$ cat src/rtl/divider_nopipe.sv
// ---------------------------------------------------------------------------
// divider_nopipe
//   Sequential radix-2 restoring divider, one quotient bit per clock.
//   Operands are taken through a valid/ready handshake. After DW iterations,
//   quotient and remainder are registered and flagged by a one-cycle res_done
//   pulse. The results hold until the next res_done.
//
//   Optional build macro: DIVIDER_SIGNED_EN
//     When defined, operands and results are two's complement. The core
//     divides magnitudes and the signs are fixed up in the DONE-entry
//     register. Division truncates toward zero.
//     When undefined, the divider is unsigned only and no sign logic is built.
//
// Ports
//   clk          clock
//   rst_n        asynchronous active-low reset
//   in_vld       operands valid
//   in_rdy       block can accept operands this cycle
//   dividend     dividend [DW-1:0]
//   divisor      divisor  [DW-1:0]
//   res_done     one-cycle pulse, result valid this cycle
//   quotient     quotient [DW-1:0], held until next res_done
//   remainder    remainder [DW-1:0], held until next res_done
//   div_by_zero  divisor was zero for the presented result
//   busy         high while iterating
// ---------------------------------------------------------------------------
module divider_nopipe #(
  parameter int DW = 8
) (
  input  logic          clk,
  input  logic          rst_n,
  input  logic          in_vld,
  output logic          in_rdy,
  input  logic [DW-1:0] dividend,
  input  logic [DW-1:0] divisor,
  output logic          res_done,
  output logic [DW-1:0] quotient,
  output logic [DW-1:0] remainder,
  output logic          div_by_zero,
  output logic          busy
);

  localparam int CNTW = $clog2(DW);

  typedef enum logic [1:0] {
    S_IDLE = 2'd0,
    S_CALC = 2'd1,
    S_DONE = 2'd2
  } state_t;

  state_t r_state;
  state_t w_state_nx;

  logic [CNTW-1:0] r_cnt;
  logic [DW-1:0]   r_dq;     // dividend shifting out / quotient shifting in
  logic [DW-1:0]   r_p;      // partial remainder
  logic [DW-1:0]   r_div;    // divisor magnitude
  logic [DW-1:0]   r_dvd;    // original dividend, returned on divide-by-zero
  logic            r_zero;
  logic [DW-1:0]   r_quo;
  logic [DW-1:0]   r_rem;
  logic            r_dbz;

  logic            w_accept;
  logic            w_last;
  logic [DW-1:0]   w_a_mag;
  logic [DW-1:0]   w_b_mag;
  logic [DW:0]     w_p_sh;
  logic            w_ge;
  logic [DW-1:0]   w_p_nx;
  logic [DW-1:0]   w_dq_nx;
  logic [DW-1:0]   w_q_fin;
  logic [DW-1:0]   w_r_fin;

`ifdef DIVIDER_SIGNED_EN
  logic            r_q_neg;
  logic            r_r_neg;
  logic            w_a_neg;
  logic            w_b_neg;

  assign w_a_neg = dividend[DW-1];
  assign w_b_neg = divisor[DW-1];
  // -2^(DW-1) maps to itself, which as an unsigned magnitude is still correct.
  assign w_a_mag = w_a_neg ? ('0 - dividend) : dividend;
  assign w_b_mag = w_b_neg ? ('0 - divisor)  : divisor;
`else
  assign w_a_mag = dividend;
  assign w_b_mag = divisor;
`endif

  // ---------------------------------------------------------------------
  // Control FSM
  // ---------------------------------------------------------------------
  always_ff @(posedge clk or negedge rst_n) begin
    if (!rst_n) begin
      r_state <= S_IDLE;
    end else begin
      r_state <= w_state_nx;
    end
  end

  assign w_last = (r_cnt == CNTW'(DW - 1));

  always_comb begin
    w_state_nx = r_state;
    in_rdy     = 1'b1;
    busy       = 1'b0;
    res_done   = 1'b0;
    case (r_state)
      S_IDLE: begin
        if (in_vld) w_state_nx = S_CALC;
      end
      S_CALC: begin
        in_rdy = 1'b0;
        busy   = 1'b1;
        if (w_last) w_state_nx = S_DONE;
      end
      S_DONE: begin
        res_done   = 1'b1;
        w_state_nx = in_vld ? S_CALC : S_IDLE;
      end
      default: w_state_nx = S_IDLE;
    endcase
  end

  assign w_accept = in_vld && in_rdy;

  // ---------------------------------------------------------------------
  // One restoring iteration
  // ---------------------------------------------------------------------
  assign w_p_sh  = {r_p, r_dq[DW-1]};
  assign w_ge    = (w_p_sh >= {1'b0, r_div});
  // After a subtraction, P < divisor, so the top bit is always zero and P fits
  // in DW bits. The carry bit is only needed for the compare.
  assign w_p_nx  = w_ge ? DW'(w_p_sh - {1'b0, r_div}) : w_p_sh[DW-1:0];
  assign w_dq_nx = {r_dq[DW-2:0], w_ge};

  // Final result formed from the last iteration, written on DONE entry.
  always_comb begin
`ifdef DIVIDER_SIGNED_EN
    w_q_fin = r_q_neg ? ('0 - w_dq_nx) : w_dq_nx;
    w_r_fin = r_r_neg ? ('0 - w_p_nx)  : w_p_nx;
`else
    w_q_fin = w_dq_nx;
    w_r_fin = w_p_nx;
`endif
    if (r_zero) begin
      w_q_fin = '1;
      w_r_fin = r_dvd;
    end
  end

  // ---------------------------------------------------------------------
  // Datapath registers
  // ---------------------------------------------------------------------
  always_ff @(posedge clk or negedge rst_n) begin
    if (!rst_n) begin
      r_cnt   <= '0;
      r_dq    <= '0;
      r_p     <= '0;
      r_div   <= '0;
      r_dvd   <= '0;
      r_zero  <= 1'b0;
      r_quo   <= '0;
      r_rem   <= '0;
      r_dbz   <= 1'b0;
`ifdef DIVIDER_SIGNED_EN
      r_q_neg <= 1'b0;
      r_r_neg <= 1'b0;
`endif
    end else if (w_accept) begin
      r_cnt   <= '0;
      r_dq    <= w_a_mag;
      r_p     <= '0;
      r_div   <= w_b_mag;
      r_dvd   <= dividend;
      r_zero  <= (divisor == '0);
`ifdef DIVIDER_SIGNED_EN
      r_q_neg <= w_a_neg ^ w_b_neg;
      r_r_neg <= w_a_neg;
`endif
    end else if (r_state == S_CALC) begin
      r_p  <= w_p_nx;
      r_dq <= w_dq_nx;
      if (w_last) begin
        r_quo <= w_q_fin;
        r_rem <= w_r_fin;
        r_dbz <= r_zero;
      end else begin
        r_cnt <= r_cnt + 1'b1;
      end
    end
  end

  assign quotient    = r_quo;
  assign remainder   = r_rem;
  assign div_by_zero = r_dbz;

endmodule
$ cat config.mk
export PLATFORM = sky130hd
export DESIGN_NAME = divider_nopipe
export DESIGN_NICKNAME = d
export VERILOG_FILES = /design/src/rtl/divider_nopipe.sv
export SDC_FILE = /design/constraint.sdc
export NUM_CORES = 1
export LEC_CHECK = 0
export CAP_MARGIN = 20
export CELL_PAD_IN_SITES_DETAIL_PLACEMENT = 2
export CELL_PAD_IN_SITES_GLOBAL_PLACEMENT = 2
export CORE_UTILIZATION = 35
export DETAILED_ROUTE_END_ITERATION = 8
export GPL_TIMING_DRIVEN = 1
export PLACE_DENSITY_LB_ADDON = 0.1
export SYNTH_ARGS = -nofsm -noshare
export SYNTH_HDL_FRONTEND = slang
export SYNTH_SLANG_ARGS = --single-unit
$ cat constraint.sdc
create_clock -name clk -period 2.22 [get_ports clk]
set_input_delay 0.444 -clock clk [delete_from_list [all_inputs] [get_ports clk]]
set_output_delay 0.444 -clock clk [all_outputs]
set_load 0.02 [all_outputs]
==> results of run 1 <==
==> cell type report <==
cell class,count,share of cell area
Clock buffer,6,0.02032
Clock inverter,2,0.01086
Inverter,16,0.01681
Multi-Input combinational cell,185,0.3751
Sequential cell,55,0.3856
Tap cell,102,0.03573
Timing Repair Buffer,60,0.1555
==> power breakdown <==
group          total, mW  switching, mW  internal [mW]
combinational       3.66           1.94           1.72
sequential          1.80          0.329           1.47
clock              0.693          0.351          0.342
total               6.15           2.62           3.54
==> synthesized netlist by cell type, types with 2 or more instances <==
library cell,n,share of area
a21oi_1,16,0.029
mux2i_1,13,0.046
nand3b_1,5,0.013
buf_6,3,0.012
ha_1,10,0.045
dfrtp_1,55,0.49
nand3_1,8,0.014
o21ai_1,7,0.012
o311ai_1,2,0.0062
a22o_1,2,0.0062
nor2_1,24,0.032
o21a_1,2,0.0054
o22ai_1,5,0.011
xor2_1,2,0.0062
nor4_1,2,0.0045
a211oi_1,2,0.0054
buf_2,5,0.0089
nand2b_1,3,0.0067
o21ai_0,17,0.030
nor2b_1,4,0.0089
a21oi_2,2,0.0062
nand2_1,18,0.024
mux2_2,17,0.068
o221ai_1,2,0.0062
clkbuf_1,5,0.0067
inv_1,15,0.020
a31oi_1,3,0.0067
buf_1,2,0.0027
or2_2,2,0.0045
==> worst max-delay path, stage by stage, from the launching register on <==
cell	delay, ps
dfrtp_1	430
ha_1	360
a21oi_2	170
o22ai_1	120
a311o_1	390
buf_4	200
mux2_4	320
o22ai_2	160
==> logic make-up after synthesis <==
| group | after synthesis | synth area share |
|---|---|---|
| muxes | 31 | 0.1200 |
| buffers and inverters | 31 | 0.05174 |
| and+or+nand+nor | 72 | 0.1244 |
| DFF | 55 | 0.4906 |
| adders and majority gates | 11 | 0.05174 |
| AOI/OAI and AO/OA | 68 | 0.1521 |
| xor gates and xnor gates | 3 | 0.009368 |
==> timing repair <==
action / in CTS / in global routing
gates cloned: 0 / 0
pin swaps: 0 / 2
buffers inserted: 0 / 0
gates resized for setup: 3 / 8
endpoints found under the setup margin: 3 / 13
==> worst paths after layout <==
| path | startpoint | to | slack [ps] | cells past startpoint |
|---|---|---|---|---|
| hold / removal | rst_n | r_p[4] | 100 | 2 |
| setup reg to reg | r_p[3] | remainder[0] | 10 | 7 |
| hold reg to reg | div_by_zero | div_by_zero | 500 | 2 |
| max in group asynchronous | rst_n | r_div[5] | 1840 | 2 |
| setup / recovery | r_p[3] | remainder[0] | 10 | 7 |
| min in group clk | div_by_zero | div_by_zero | 500 | 2 |
==> cells in the final DEF (no fill, tap or decap), types with 6 or more instances in the layout <==
cell type	netlist	layout
o21ai_1	7	7
nand3_1	8	8
nand2_1	18	18
clkdlybuf4s50_1	0	36
o21ai_0	17	17
mux2i_1	13	12
nor2_1	24	24
ha_1	10	6
buf_4	0	21
inv_1	15	15
mux2_2	17	17
dfrtp_1	55	54
a21oi_1	16	16
==> registers in the layout, summed over array words and instances, names as in the netlist <==
name / count
r_cnt: 3
r_dvd: 8
quotient: 8
r_state: 2
r_p: 8
r_div: 8
remainder: 8
div_by_zero: 1
r_dq: 8
r_zero: 1
==> routing by layer <==
layer / vias up / GRT usage / wire (um)
li1: 1059 / - / -
met1: 1158 / 0.2889 / 3925
met2: 35 / 0.3358 / 3860
met3: 8 / 0.03601 / 219
met4: 0 / 0.05291 / 79
met5: - / 0 / 0
==> impl_results.html, run 1 <==
<table>
<tr><th>Metric</th><th>Value</th></tr>
<tr><th colspan="2">Synthesis</th></tr>
<tr><td>Post-synthesis cell type count</td><td>47</td></tr>
<tr><td>Number of flip-flops and latches in the synthesized netlist</td><td>55</td></tr>
<tr><td>Cells after synthesis</td><td>271</td></tr>
<tr><td>Number of nets in the synthesized netlist</td><td>301</td></tr>
<tr><td>Sequential element share of the synthesized area</td><td>0.4906</td></tr>
<tr><td>Synthesized area per cell</td><td>10.35 sq um</td></tr>
<tr><td>Primary FF master, synth</td><td>dfrtp_1</td></tr>
<tr><td>Yosys warning count</td><td>0</td></tr>
<tr><td>EDFF count, synth</td><td>0</td></tr>
<tr><td>Netlist Area Pre-Place</td><td>2805 sq um</td></tr>
<tr><td>Synth async-reset ratio</td><td>1.000</td></tr>
<tr><th colspan="2">Placed design</th></tr>
<tr><td>Number of port buffers</td><td>38</td></tr>
<tr><td>Detail Placement HPWL</td><td>5880 um</td></tr>
<tr><td>Number of placed instances, taps included</td><td>418</td></tr>
<tr><td>Post-placement worst setup slack</td><td>11.78 ps</td></tr>
<tr><td>Weighted congestion reported at the end of routability-driven placement</td><td>0.7800</td></tr>
<tr><td>Placed Area</td><td>3401 sq um</td></tr>
<tr><th colspan="2">Routing</th></tr>
<tr><td>Vias per Instance</td><td>5.305</td></tr>
<tr><td>1st-iter DRT viols</td><td>82</td></tr>
<tr><td>Number of vias after detailed routing</td><td>2260</td></tr>
<tr><td>Detailed-routing iteration count for the pre-antenna-repair pass</td><td>4</td></tr>
<tr><td>Drt drc</td><td>0</td></tr>
<tr><td>Antenna-violating nets left</td><td>0</td></tr>
<tr><td>Drt wl/cell</td><td>18.98 um</td></tr>
<tr><td>Wire length reported by the detailed router</td><td>8084 um</td></tr>
<tr><th colspan="2">Global route</th></tr>
<tr><td>First-pass GRT wire length</td><td>13310 um</td></tr>
<tr><td>Vias in the first global route</td><td>2486</td></tr>
<tr><td>Congestion Overflow GR</td><td>0</td></tr>
<tr><td>Tot GR Track Use</td><td>0.2081</td></tr>
<tr><td>Initial antenna violation count</td><td>0</td></tr>
<tr><td>Maximum number of pins on one net before global-route repair</td><td>56</td></tr>
<tr><th colspan="2">Critical path</th></tr>
<tr><td>Data required time of the worst path</td><td>2470 ps</td></tr>
<tr><td>Sort of element at the end of the critical path</td><td>flop</td></tr>
<tr><td>Worst setup SP type</td><td>flop</td></tr>
<tr><td>Data arrival time of the critical path</td><td>2460 ps</td></tr>
<tr><td>Max FO, Critical Path</td><td>8</td></tr>
<tr><td>Critical path start-end classification</td><td>flop to flop</td></tr>
<tr><th colspan="2">CTS</th></tr>
<tr><td>Buffer levels on the longest clock path</td><td>2</td></tr>
<tr><td>Number of levels the H-tree was split into</td><td>2</td></tr>
<tr><td>Inserted Clock Buffers</td><td>5</td></tr>
<tr><td>Later-pin clock latency in the skew report</td><td>320 ps</td></tr>
<tr><td>Num Clock Sinks</td><td>55</td></tr>
<tr><td>Clock tree from TritonCTS</td><td>done</td></tr>
<tr><td>Clock transition at the registers of the reported paths</td><td>110 ps</td></tr>
<tr><td>Hold bufs inserted after CTS</td><td>0</td></tr>
<tr><td>Clock root buffer</td><td>clkbuf_8</td></tr>
<tr><th colspan="2">Outcome</th></tr>
<tr><td>Result of the run</td><td>finished clean</td></tr>
<tr><th colspan="2">Timing</th></tr>
<tr><td>Count of final setup violators</td><td>0</td></tr>
<tr><td>Min setup slack post-route</td><td>12.82 ps</td></tr>
<tr><td>Worst hold slack</td><td>100.3 ps</td></tr>
<tr><td>Peak Freq</td><td>453.1 MHz</td></tr>
<tr><td>Number of endpoints with negative hold slack in the final report</td><td>0</td></tr>
<tr><td>Setup total negative slack</td><td>0 ps</td></tr>
<tr><td>Share of the cycle needed by the critical path after routing</td><td>0.9942</td></tr>
<tr><td>Relative slew slack</td><td>0.7218</td></tr>
<tr><td>Minimum clock period after layout</td><td>2207 ps</td></tr>
<tr><td>Slew at the pin closest to its max-slew limit</td><td>416.9 ps</td></tr>
<tr><td>Clock skew after layout</td><td>13.92 ps</td></tr>
<tr><td>Count of pins over their slew limit</td><td>0</td></tr>
<tr><td>Unrepaired setup endpoints after global routing</td><td>yes</td></tr>
<tr><th colspan="2">Layout</th></tr>
<tr><td>Antenna diode count</td><td>0</td></tr>
<tr><td>Final non-filler cell area</td><td>3572 sq um</td></tr>
<tr><td>Seq. cell area</td><td>1378 sq um</td></tr>
<tr><td>Share of final-layout standard cells stronger than drive strength 1</td><td>0.1944</td></tr>
<tr><td>Multi-input gate area in the final layout</td><td>1340 sq um</td></tr>
<tr><td>Cell Count, Final, Fillers Out</td><td>426</td></tr>
<tr><td>Net count, final</td><td>353</td></tr>
<tr><td>Layout overhead on the synthesized area</td><td>27.34%</td></tr>
<tr><td>Count of filler cells inserted in the layout</td><td>815</td></tr>
<tr><td>Share of the core filled with cells in the final layout</td><td>0.4623</td></tr>
<tr><th colspan="2">Floorplan</th></tr>
<tr><td>Vert. Die Dim</td><td>91.53 um</td></tr>
<tr><td>Die width</td><td>91.53 um</td></tr>
<tr><td>Die Outline Area</td><td>8377 sq um</td></tr>
<tr><td>Floorplan core area</td><td>7727 sq um</td></tr>
<tr><td>Row count</td><td>32</td></tr>
<tr><td>Initial standard-cell utilization of the core</td><td>0.3630</td></tr>
<tr><td>I/O pins</td><td>39</td></tr>
<tr><th colspan="2">Power</th></tr>
<tr><td>Reported leakage power</td><td>1.553 nW</td></tr>
<tr><td>IR drop worst, VDD</td><td>0.5412 mV</td></tr>
<tr><td>Power density relative to cell area</td><td>1723 nW/um^2</td></tr>
<tr><td>Total power of the final layout</td><td>6.153 mW</td></tr>
<tr><th colspan="2">Job</th></tr>
<tr><td>Max-cap violations</td><td>0</td></tr>
<tr><th colspan="2">Hold path</th></tr>
<tr><td>Hold/Removal Path Class</td><td>input pin to asynchronous set/reset pin</td></tr>
</table>
Power figures use the tool's default switching activity.
==> run 2, diff against run 1 <==
==> config.mk (replaced) <==
export PLATFORM = sky130hd
export DESIGN_NAME = divider_nopipe
export DESIGN_NICKNAME = d
export VERILOG_FILES = /design/src/rtl/divider_nopipe.sv
export SDC_FILE = /design/constraint.sdc
export NUM_CORES = 1
export LEC_CHECK = 0
export CAP_MARGIN = 20
export CORE_UTILIZATION = 35
export DETAILED_ROUTE_END_ITERATION = 8
export GPL_TIMING_DRIVEN = 0
export SYNTH_ARGS = -nofsm -noshare
export SYNTH_HDL_FRONTEND = slang
export SYNTH_SLANG_ARGS = --single-unit
==> impl_results.html, run 2 (same netlist as run 1, synthesis figures left out) <==
<table>
<tr><th>Metric</th><th>Value</th></tr>
<tr><th colspan="2">Global route</th></tr>
<tr><td>Tot GR Track Use</td><td>0.1655 (-0.04264)</td></tr>
<tr><td>First-pass GRT wire length</td><td>10810 um (-19%)</td></tr>
<tr><td>Vias in the first global route</td><td>2169 (-13%)</td></tr>
<tr><td>Congestion Overflow GR</td><td>0 (unchanged)</td></tr>
<tr><td>Maximum number of pins on one net before global-route repair</td><td>31 (-45%)</td></tr>
<tr><td>Initial antenna violation count</td><td>0 (unchanged)</td></tr>
<tr><th colspan="2">Critical path</th></tr>
<tr><td>Launch instance of the worst register-to-register path</td><td>r_p[5]</td></tr>
<tr><td>Sort of element at the end of the critical path</td><td>flop</td></tr>
<tr><td>Data required time of the worst path</td><td>2400 ps (-70 ps)</td></tr>
<tr><td>Data arrival time of the critical path</td><td>2350 ps (-110 ps)</td></tr>
<tr><td>Endpoint of the worst register-to-register path</td><td>r_p[5]</td></tr>
<tr><td>Critical path start-end classification</td><td>flop to flop</td></tr>
<tr><td>Path depth of the worst reg2reg path</td><td>9 (+2)</td></tr>
<tr><td>Max FO, Critical Path</td><td>10 (+2)</td></tr>
<tr><td>Worst-case register-to-register setup slack</td><td>50 ps (+40 ps)</td></tr>
<tr><td>Worst setup SP type</td><td>flop</td></tr>
<tr><th colspan="2">CTS</th></tr>
<tr><td>Inserted Clock Buffers</td><td>5 (unchanged)</td></tr>
<tr><td>Clock transition at the registers of the reported paths</td><td>100 ps (about the same)</td></tr>
<tr><td>Number of levels the H-tree was split into</td><td>2 (unchanged)</td></tr>
<tr><td>Buffer levels on the longest clock path</td><td>2 (unchanged)</td></tr>
<tr><td>Clock tree from TritonCTS</td><td>done</td></tr>
<tr><td>Hold bufs inserted after CTS</td><td>0 (unchanged)</td></tr>
<tr><td>Later-pin clock latency in the skew report</td><td>320 ps (about the same)</td></tr>
<tr><td>Num Clock Sinks</td><td>55 (unchanged)</td></tr>
<tr><td>Clock root buffer</td><td>clkbuf_8</td></tr>
<tr><th colspan="2">Layout</th></tr>
<tr><td>Final non-filler cell area</td><td>3545 sq um (-0.77%)</td></tr>
<tr><td>Net count, final</td><td>349 (-1.1%)</td></tr>
<tr><td>Antenna diode count</td><td>0 (unchanged)</td></tr>
<tr><td>Layout overhead on the synthesized area</td><td>26.36%</td></tr>
<tr><td>Commonest non-fill, non-tap cell in the layout</td><td>dfrtp_1</td></tr>
<tr><td>Share of final-layout standard cells stronger than drive strength 1</td><td>0.1750 (-0.01944)</td></tr>
<tr><td>Commonest non-fill, non-tap cells in the layout</td><td>dfrtp_1 (54), clkdlybuf4s50_1 (35), nor2_1 (24)</td></tr>
<tr><td>Share of the core filled with cells in the final layout</td><td>0.4587 (-0.003562)</td></tr>
<tr><th colspan="2">Routing</th></tr>
<tr><td>Drt wl/cell</td><td>15.35 um (-19%)</td></tr>
<tr><td>Vias per Instance</td><td>5.123 (-3.4%)</td></tr>
<tr><td>Antenna-violating nets left</td><td>0 (unchanged)</td></tr>
<tr><td>Detailed-routing iteration count for the pre-antenna-repair pass</td><td>4 (unchanged)</td></tr>
<tr><td>Number of vias after detailed routing</td><td>2162 (-4.3%)</td></tr>
<tr><td>Wire length reported by the detailed router</td><td>6479 um (-20%)</td></tr>
<tr><td>Drt drc</td><td>0 (unchanged)</td></tr>
<tr><td>1st-iter DRT viols</td><td>111 (+35%)</td></tr>
<tr><th colspan="2">Power</th></tr>
<tr><td>Power density relative to cell area</td><td>1684 nW/um^2 (-2.2%)</td></tr>
<tr><td>Design internal power</td><td>3.490 mW (-1.3%)</td></tr>
<tr><td>Combinational fraction of design power</td><td>0.588 (-0.006)</td></tr>
<tr><td>Net switching power</td><td>2.478 mW (-5.3%)</td></tr>
<tr><td>Part of the power in registers</td><td>0.296 (+0.003)</td></tr>
<tr><td>Switching share of power</td><td>0.4152 (-0.01004)</td></tr>
<tr><td>IR drop worst, VDD</td><td>0.6534 mV (+21%)</td></tr>
<tr><td>Part of the power in the clock network</td><td>0.116 (+0.003)</td></tr>
<tr><td>Reported leakage power</td><td>1.518 nW (-2.3%)</td></tr>
<tr><th colspan="2">Floorplan</th></tr>
<tr><td>I/O pins</td><td>39 (unchanged)</td></tr>
<tr><td>Floorplan core area</td><td>7727 sq um (unchanged)</td></tr>
<tr><td>Die width</td><td>91.53 um (unchanged)</td></tr>
<tr><td>Vert. Die Dim</td><td>91.53 um (unchanged)</td></tr>
<tr><td>Row count</td><td>32 (unchanged)</td></tr>
<tr><td>Initial standard-cell utilization of the core</td><td>0.3630 (unchanged)</td></tr>
<tr><td>Die Outline Area</td><td>8377 sq um (unchanged)</td></tr>
<tr><th colspan="2">Placed design</th></tr>
<tr><td>Weighted congestion reported at the end of routability-driven placement</td><td>0.7725 (-0.96%)</td></tr>
<tr><td>Number of port buffers</td><td>38 (unchanged)</td></tr>
<tr><td>Placed Area</td><td>3328 sq um (-2.1%)</td></tr>
<tr><td>Detail Placement HPWL</td><td>4636 um (-21%)</td></tr>
<tr><th colspan="2">Job</th></tr>
<tr><td>Max-cap violations</td><td>0 (unchanged)</td></tr>
<tr><th colspan="2">Timing</th></tr>
<tr><td>Clock skew after layout</td><td>11.55 ps (-2.379 ps)</td></tr>
<tr><td>Share of the cycle needed by the critical path after routing</td><td>0.9759 (-0.01834)</td></tr>
<tr><td>Relative slew slack</td><td>0.5072 (-0.2146)</td></tr>
<tr><td>Minimum clock period after layout</td><td>2166 ps (-40.72 ps)</td></tr>
<tr><td>Count of final setup violators</td><td>0 (unchanged)</td></tr>
<tr><td>Count of pins over their slew limit</td><td>0 (unchanged)</td></tr>
<tr><td>Peak Freq</td><td>461.6 MHz (+1.9%)</td></tr>
<tr><td>Slew at the pin closest to its max-slew limit</td><td>739.2 ps (+322.3 ps)</td></tr>
<tr><td>Number of endpoints with negative hold slack in the final report</td><td>0 (unchanged)</td></tr>
<tr><th colspan="2">Hold path</th></tr>
<tr><td>Hold/Removal Path Class</td><td>input pin to asynchronous set/reset pin</td></tr>
<tr><th colspan="2">Outcome</th></tr>
<tr><td>Result of the run</td><td>finished clean</td></tr>
</table>
[run 2: cell types whose count changed in the layout (fill, tap and decap cells not counted), moves of 2 or more]
| cell | change |
|---|---|
| buf_2 | +6 |
| clkbuf_1 | +3 |
| buf_6 | +4 |
| buf_4 | -19 |
| mux2i_4 | +2 |
[run 2: power groups by stage]
stage | Combinational (mW) | Sequential [mW] | Clock, mW
detailed placement | 3.17 | 1.78 | 0
finish | 3.51 | 1.77 | 0.691
CTS | 3.22 | 1.76 | 0.703
global route | 3.82 | 1.83 | 0.748
floorplan | 2.15 | 1.86 | 0
global placement | 3.10 | 1.77 | 0
[run 2: metal layers]
metal  track usage  vias to the layer above  wire, um
li1              -                     1056         -
met1        0.2339                     1072      3231
met2        0.2556                       30      2970
met3       0.03601                        4       222
met4       0.04365                        0        55
met5             0                        -         0
[run 2: cell type report]
| type | count | area [sq um] |
|---|---|---|
| fillers | 727 | 4183 |
| flip-flops and latches | 55 | 1378 |
| multi-input cells | 185 | 1354 |
| repair buffers | 41 | 410.4 |
| well taps | 102 | 127.6 |
| plain buffers | 15 | 103.9 |
| clock buffers | 6 | 72.57 |
| inverters | 16 | 60.06 |
| clock inverters | 2 | 38.79 |
[run 2: per-stage QoR]
| step | hold WS, ps | TNS (ps) | cells | setup WS (ps) | power (mW) |
|---|---|---|---|---|---|
| after floorplan | 148.4 | 0 | 271 | 213.9 | 4.010 |
| after global routing | 182.0 | -99.81 | 422 | -35.36 | 6.392 |
| after detailed placement | 470.0 | -591.1 | 412 | -412.0 | 4.943 |
| after CTS | 155.5 | 0 | 420 | 2.927 | 5.678 |
| final | 135.9 | 0 | 422 | 53.54 | 5.969 |
| after global placement | 473.0 | -59300 | 411 | -1071 | 4.866 |
[run 2: repair_timing]
item                       4_1_cts  5_1_grt
resized for setup               11       14
setup endpoints to repair        6       14
cloned                           0        0
setup buffers                    0        2
pin swaps                        0        1
[run 2: how the worst max path moves through the flow]
stage / slack (ps) / start / end
final: 50 / r_p[5] / r_p[5]
after global routing: -40 / r_p[1] / remainder[7]
after CTS: 3 / r_p[5] / remainder[6]
after detailed placement: -410 / r_state[1] / busy
after global placement: -1070 / rst_n / r_dvd[5]
after floorplan: 210 / r_p[5] / remainder[7]
[run 2: critical path, stage by stage, from the launching register on]
cell and delay [ps]:
dfrtp_2 460, ha_4 260, buf_6 130, a21oi_4 140
o22ai_1 110, a311o_1 350, buf_6 140, buf_6 150
o311ai_1 120, o221ai_1 160
